===== src/rtl/traffic_ctrl_multi_pkg.sv =====
// traffic_pkg: shared types and defaults for the NS/EW signal controller.
//   phase_t      - controller state, encodings are visible on the phase port
//   lamp_t       - one approach's lamp vector {green, yellow, red}
//   lamp_pair_t  - both approaches {ns, ew}
//   decode_lamps - lamp pattern for a phase (blink only matters in FLASH)
//   next_phase   - normal rotation order
package traffic_pkg;

  typedef enum logic [2:0] {
    NS_GREEN  = 3'd0,
    NS_YELLOW = 3'd1,
    RED_A     = 3'd2,
    EW_GREEN  = 3'd3,
    EW_YELLOW = 3'd4,
    RED_B     = 3'd5,
    FLASH     = 3'd6
  } phase_t;

  typedef struct packed {
    logic green;
    logic yellow;
    logic red;
  } lamp_t;

  typedef struct packed {
    lamp_t ns;
    lamp_t ew;
  } lamp_pair_t;

  localparam int DEF_CNT_W    = 8;
  localparam int DEF_GREEN_NS = 10;
  localparam int DEF_GREEN_EW = 10;
  localparam int DEF_YELLOW   = 3;
  localparam int DEF_ALL_RED  = 1;
  localparam int DEF_EXT_STEP = 5;
  localparam int DEF_EXT_MAX  = 10;

  function automatic lamp_pair_t decode_lamps(phase_t p, logic blink);
    lamp_pair_t l;
    l = '0;
    case (p)
      NS_GREEN:     begin l.ns.green  = 1'b1; l.ew.red = 1'b1; end
      NS_YELLOW:    begin l.ns.yellow = 1'b1; l.ew.red = 1'b1; end
      EW_GREEN:     begin l.ns.red = 1'b1; l.ew.green  = 1'b1; end
      EW_YELLOW:    begin l.ns.red = 1'b1; l.ew.yellow = 1'b1; end
      FLASH:        begin l.ns.yellow = blink; l.ew.red = blink; end
      default:      begin l.ns.red = 1'b1; l.ew.red = 1'b1; end
    endcase
    return l;
  endfunction

  function automatic phase_t next_phase(phase_t p);
    case (p)
      NS_GREEN:  return NS_YELLOW;
      NS_YELLOW: return RED_A;
      RED_A:     return EW_GREEN;
      EW_GREEN:  return EW_YELLOW;
      EW_YELLOW: return RED_B;
      default:   return NS_GREEN;
    endcase
  endfunction

endpackage


===== src/rtl/traffic_ctrl_multi_phase_timer.sv =====
// phase_timer: remaining-ticks-minus-one counter for the current phase.
//   clk, reset  - clock, asynchronous active-high reset (loads RST_VAL)
//   tick        - timing strobe; the counter only moves when tick=1
//   load        - load load_val (takes priority over ext)
//   ext, grant  - extend: timer <= timer - 1 + grant (grant >= 1)
//   timer, zero - current count and timer==0 flag
module phase_timer #(
  parameter int              CNT_W   = 8,
  parameter logic [CNT_W-1:0] RST_VAL = '0
) (
  input  logic             clk,
  input  logic             reset,
  input  logic             tick,
  input  logic             load,
  input  logic [CNT_W-1:0] load_val,
  input  logic             ext,
  input  logic [CNT_W-1:0] grant,
  output logic [CNT_W-1:0] timer,
  output logic             zero
);

  always_ff @(posedge clk or posedge reset) begin
    if (reset) begin
      timer <= RST_VAL;
    end else if (tick) begin
      if (load)
        timer <= load_val;
      else if (ext)
        // Also correct at timer==0: 0 - 1 + grant wraps back to grant - 1.
        timer <= timer + grant - CNT_W'(1);
      else if (timer != '0)
        timer <= timer - CNT_W'(1);
    end
  end

  assign zero = (timer == '0);

endmodule


===== src/rtl/traffic_ctrl_multi.sv =====
// traffic_ctrl_multi: two-approach (NS/EW) signal controller with capped
// green extension, all-red clearance and a flash (night/fault) mode.
//   clk, reset           - clock, asynchronous active-high reset
//   tick                 - timing strobe; state only changes on ticks
//   ns_ext, ew_ext       - green extension requests for each approach
//   flash_req            - level request for flash mode
//   ns_*/ew_* lamps      - registered lamp drives
//   phase                - current phase_t encoding
//   timer                - remaining ticks in phase minus one
//   cycle_start          - one-clk pulse on every entry to NS_GREEN
module traffic_ctrl_multi
  import traffic_pkg::*;
#(
  parameter int CNT_W    = DEF_CNT_W,
  parameter int GREEN_NS = DEF_GREEN_NS,
  parameter int GREEN_EW = DEF_GREEN_EW,
  parameter int YELLOW   = DEF_YELLOW,
  parameter int ALL_RED  = DEF_ALL_RED,
  parameter int EXT_STEP = DEF_EXT_STEP,
  parameter int EXT_MAX  = DEF_EXT_MAX
) (
  input  logic             clk,
  input  logic             reset,
  input  logic             tick,
  input  logic             ns_ext,
  input  logic             ew_ext,
  input  logic             flash_req,
  output logic             ns_green,
  output logic             ns_yellow,
  output logic             ns_red,
  output logic             ew_green,
  output logic             ew_yellow,
  output logic             ew_red,
  output logic [2:0]       phase,
  output logic [CNT_W-1:0] timer,
  output logic             cycle_start
);

  localparam int GREEN_MAX = (GREEN_NS > GREEN_EW) ? GREEN_NS : GREEN_EW;

  if (GREEN_NS < 1 || GREEN_EW < 1 || YELLOW < 1 || ALL_RED < 1 || EXT_STEP < 1)
  begin : g_bad_duration
    $error("traffic_ctrl_multi: all durations and EXT_STEP must be >= 1");
  end
  if (longint'(GREEN_MAX + EXT_MAX) > (longint'(1) << CNT_W)) begin : g_bad_width
    $error("traffic_ctrl_multi: CNT_W too small for green + extension budget");
  end

  phase_t           phase_q, phase_d;
  logic             blink_q, blink_d;
  logic [CNT_W-1:0] ext_used_q, ext_used_d;
  logic [CNT_W-1:0] budget, grant, load_val;
  logic             ext_ok, load, ext_add, timer_zero;
  lamp_pair_t       lamps_q;

  function automatic logic [CNT_W-1:0] dur_m1(phase_t p);
    case (p)
      NS_GREEN:            return CNT_W'(GREEN_NS - 1);
      EW_GREEN:            return CNT_W'(GREEN_EW - 1);
      NS_YELLOW, EW_YELLOW: return CNT_W'(YELLOW - 1);
      default:             return CNT_W'(ALL_RED - 1);
    endcase
  endfunction

  always_comb begin
    budget = CNT_W'(EXT_MAX) - ext_used_q;
    grant  = (budget < CNT_W'(EXT_STEP)) ? budget : CNT_W'(EXT_STEP);
    ext_ok = (ext_used_q < CNT_W'(EXT_MAX)) &&
             ((phase_q == NS_GREEN && ns_ext) || (phase_q == EW_GREEN && ew_ext));

    phase_d    = phase_q;
    blink_d    = blink_q;
    ext_used_d = ext_used_q;
    load       = 1'b0;
    load_val   = '0;
    ext_add    = 1'b0;

    // Priority: flash > leaving flash > extension > expiry > count down.
    if (flash_req) begin
      phase_d = FLASH;
      blink_d = (phase_q == FLASH) ? ~blink_q : 1'b1;
      load    = 1'b1;
    end else if (phase_q == FLASH) begin
      phase_d  = RED_B;
      blink_d  = 1'b0;
      load     = 1'b1;
      load_val = CNT_W'(ALL_RED - 1);
    end else if (ext_ok) begin
      ext_add    = 1'b1;
      ext_used_d = ext_used_q + grant;
    end else if (timer_zero) begin
      phase_d  = next_phase(phase_q);
      load     = 1'b1;
      load_val = dur_m1(phase_d);
      if (phase_d == NS_GREEN || phase_d == EW_GREEN)
        ext_used_d = '0;
    end
  end

  always_ff @(posedge clk or posedge reset) begin
    if (reset) begin
      phase_q     <= NS_GREEN;
      blink_q     <= 1'b0;
      ext_used_q  <= '0;
      lamps_q     <= decode_lamps(NS_GREEN, 1'b0);
      cycle_start <= 1'b0;
    end else begin
      cycle_start <= 1'b0;
      if (tick) begin
        phase_q     <= phase_d;
        blink_q     <= blink_d;
        ext_used_q  <= ext_used_d;
        lamps_q     <= decode_lamps(phase_d, blink_d);
        cycle_start <= (phase_d == NS_GREEN) && (phase_q != NS_GREEN);
      end
    end
  end

  phase_timer #(
    .CNT_W   (CNT_W),
    .RST_VAL (CNT_W'(GREEN_NS - 1))
  ) u_timer (
    .clk      (clk),
    .reset    (reset),
    .tick     (tick),
    .load     (load),
    .load_val (load_val),
    .ext      (ext_add),
    .grant    (grant),
    .timer    (timer),
    .zero     (timer_zero)
  );

  assign phase     = phase_q;
  assign ns_green  = lamps_q.ns.green;
  assign ns_yellow = lamps_q.ns.yellow;
  assign ns_red    = lamps_q.ns.red;
  assign ew_green  = lamps_q.ew.green;
  assign ew_yellow = lamps_q.ew.yellow;
  assign ew_red    = lamps_q.ew.red;

endmodule


===== config.mk =====
export PLATFORM = sky130hd
export DESIGN_NAME = traffic_ctrl_multi
export DESIGN_NICKNAME = d
export VERILOG_FILES = /design/src/rtl/traffic_ctrl_multi_pkg.sv /design/src/rtl/traffic_ctrl_multi_phase_timer.sv /design/src/rtl/traffic_ctrl_multi.sv
export SDC_FILE = /design/constraint.sdc
export NUM_CORES = 1
export LEC_CHECK = 0
export CORE_MARGIN = 1
export CORE_UTILIZATION = 26
export CTS_CLUSTER_SIZE = 40
export DETAILED_ROUTE_END_ITERATION = 16
export PLACE_DENSITY_LB_ADDON = 0.25
export SETUP_SLACK_MARGIN = 0.5
export SLEW_MARGIN = 15
export SYNTH_ARGS = -nofsm -noshare
export SYNTH_HDL_FRONTEND = slang
export SYNTH_HIERARCHICAL = 1
export SYNTH_SLANG_ARGS = --single-unit

===== constraint.sdc =====
create_clock -name clk -period 3.61 [get_ports clk]
set_input_delay 0.722 -clock clk [delete_from_list [all_inputs] [get_ports clk]]
set_output_delay 0.722 -clock clk [all_outputs]
set_load 0.02 [all_outputs]

==> summary.md <==
| Metric | Value |
|---|---|
| Synth top area cells | `dfrtp_1 25%, ha_1 11%, inv_1 6.0%` |
| CP arrival | `3360 ps` |
| Setup violations, final | `0` |
| Syn Inst Count | `277` |
| Final Hold Viols | `0` |
| Layout overhead on the synthesized area | `30.1%` |
| Worst-case vdd ir drop | `0.163 mV` |
| Worst flop-to-flop path startpoint | `ext_used_q[5]` |
| Sequential Area | `684 sq um` |
| Top-count cell post-synth | `inv_1` |
| Final ANT Viol Nets | `0` |
| Post-synth cell types | `52` |
| Status | `complete, no violations` |
| HPWL after DPL | `4.15 mm` |
| Max_cap viols | `0` |
| Global route overflow | `0` |
| Cts bufs inserted | `3` |
| Largest net degree at the start of global routing | `23` |
| Crit Path Class | `reg2reg` |
| CTS sink cnt | `27` |
| Worst hold path depth | `2` |
| Synthesized area | `2270 sq um` |
| Ratio of cells with drive above 1 in the final layout | `18.8%` |
| Via count | `2,059` |
| Fin Setup TNS | `0 ps` |
| Worst EP required | `3820 ps` |
| Synth area leader | `dfrtp_1` |
| CTS root buf | `clkbuf_8` |
| Worst hold path type | `reg2reg` |
| Area of the multi-input gates | `1570 sq um` |
| Slew Limit Headroom | `49.6%` |
| Pre-antenna DRT Iters | `5` |
| Synth cell count leaders | `36 x inv_1, 28 x nand2_1, 23 x dfrtp_1` |
| Reg2reg path depth | `12` |
| R2R Setup Slk | `460 ps` |
| Clock skew | `10.4 ps` |
| H-Tree Depth | `1` |
| Worst-path fanout max | `3` |
| Starting density of the core | `27.2%` |
| First-pass GRT wire length | `9.40 mm` |
| Fill cells | `874` |
| Starting DRC count in detailed routing | `93` |
| LEAKAGE | `0.00124 uW` |
| Yosys reg bits | `27` |
| Final min period | `3150 ps` |
| Sequential-to-total area share from yosys stat | `30.0%` |
| Worst-Skew Late Latency | `290 ps` |
| CP startpoint kind | `flip-flop` |
| DRC errors left | `0` |
| Fin crit share | `87.3%` |
| Ys Warns | `6` |
| I/O Buffers | `23` |
| Die ar. | `9110 sq um` |
| Final wirelength | `5.61 mm` |
| Post-Place Cells | `417` |
| Fin nets | `353` |
| Post-route cell area | `2950 sq um` |
| Antenna Cells | `0` |
| Std-Cell Rows | `33` |
| Hold Startpoint | `ns_green` |
| Most used DFF post-synth | `dfrtp_1` |
| Post-DR wirelength/cell | `13.0 um` |
| RSZ-0062 raised after global routing | `yes` |
| IO Pins | `24` |
| GRT Util Overall | `13.2%` |
| Worst setup EP type | `flip-flop` |
| Clk buf depth | `2` |
| Syn Area/Cell | `8.19 sq um` |
| Fmax | `317 MHz` |
| Chip Width | `95.4 um` |
| Share of the synthesized area in the top cell type | `25.4%` |
| Dpl cell area | `2760 sq um` |
| Power density over cell area | `480 nW/um^2` |
| Via-to-Cell Ratio | `4.79` |
| CTS tree | `done` |
| Clock-pin slew on the worst setup and hold paths | `110 ps` |
| Area of the core | `8340 sq um` |
| Asr flop ratio synth | `100%` |
| DIE HEIGHT | `95.4 um` |
| Vias in the first global route | `1,950` |
| FF-to-FF End | `u_timer/timer[5]` |
| Initial antenna violation count | `0` |
| Post-route insts no fill | `430` |
| Cts hold-fix bufs | `0` |
| Post-synth EDFFs | `0` |
| WHS Endpoint | `ns_green` |
| Max Slew Vio Count | `0` |
| Least-Margin Pin Slew | `755 ps` |
| Routability cong. | `0.820` |
placed cells by master, fill, tap and decap left out, drive strengths merged, types with 12 or more instances in the layout:
| master | instances |
|---|---|
| a21oi | 18 |
| buf | 20 |
| clkdlybuf4s50 | 23 |
| conb | 12 |
| dfrtp | 23 |
| ha | 20 |
| inv | 36 |
| nand2 | 28 |
| nor2 | 22 |
| o21ai | 17 |
final cells by class:
class                           instances  area share (%)
Multi-Input combinational cell        215            53.1
Sequential cell                        27            23.2
Timing Repair Buffer                   43            13.0
Inverter                               36            4.58
Tap cell                              105            4.45
Clock buffer                            3            1.40
Clock inverter                          1           0.254
metal layers:
layer / GRT usage, % / routed length (um) / vias up
met5: 0 / 0 / -
li1: - / - / 1046
met2: 21.1 / 2600 / 39
met3: 2.23 / 177 / 4
met4: 2.61 / 48 / 0
met1: 18.7 / 2780 / 970
where the power goes:
part	leakage [uW]	switching [uW]	total [uW]	internal, uW
Clock	0.0000217	111	189	78.7
Combinational	0.000896	420	812	392
Sequential	0.000324	61.8	414	352
Total	0.00124	593	1420	823
kinds of logic (layout without fill, tap and decap cells):
family	after synthesis	in the layout	synth area share (%)
AND/OR/NAND/NOR	91	91	21.3
AO/OA/AOI/OAI	75	75	22.5
buffers and inverters	46	83	7.77
flip-flops	27	27	30.0
adder cells (fa/ha/maj)	21	21	11.9
XOR/XNOR	13	13	5.02
multiplexers	3	3	1.32
other	1	12	0.165
metrics by stage:
| step | total power (uW) | hold slack [ps] | setup slack [ps] | utilization, % |
|---|---|---|---|---|
| 2_1_floorplan | 920 | 458 | 447 | - |
| 3_3_place_gp | 1130 | 467 | 356 | 33.1 |
| 3_5_place_dp | 1120 | 473 | 303 | 33.1 |
| 4_1_cts | 1350 | 490 | 478 | 34.3 |
| 5_1_grt | 1550 | 508 | 336 | 35.4 |
| 6_report | 1420 | 484 | 459 | 35.4 |
critical path: stages, from the launching register on:
cell and delay, ps:
dfrtp_1 410, or4_4 560, a221oi_4 250, and2_1 170
inv_2 50, ha_4 260, inv_2 40, ha_4 150
fa_2 370, a211oi_2 250, nor2_1 60, or3_1 370
a41oi_2 160
how the worst max path moves through the flow:
| stage | from | to | depth (start not counted) |
|---|---|---|---|
| final | ext_used_q[5] | u_timer/timer[5] | 12 |
| after floorplan | ext_used_q[7] | u_timer/timer[5] | 12 |
| after detailed placement | ns_ext | u_timer/timer[5] | 8 |
| after global placement | ext_used_q[1] | u_timer/timer[4] | 14 |
| after CTS | ext_used_q[5] | u_timer/timer[5] | 12 |
| after global routing | ext_used_q[5] | u_timer/timer[5] | 12 |
what timing repair did:
item                                   in CTS  in global routing
endpoints found under the hold margin       0                  0
pin swaps                                   5                  2
gates resized for setup                     3                 15
setup endpoints to repair                   4                  6
buffers inserted                            5                  4
Power figures use the tool's default switching activity.
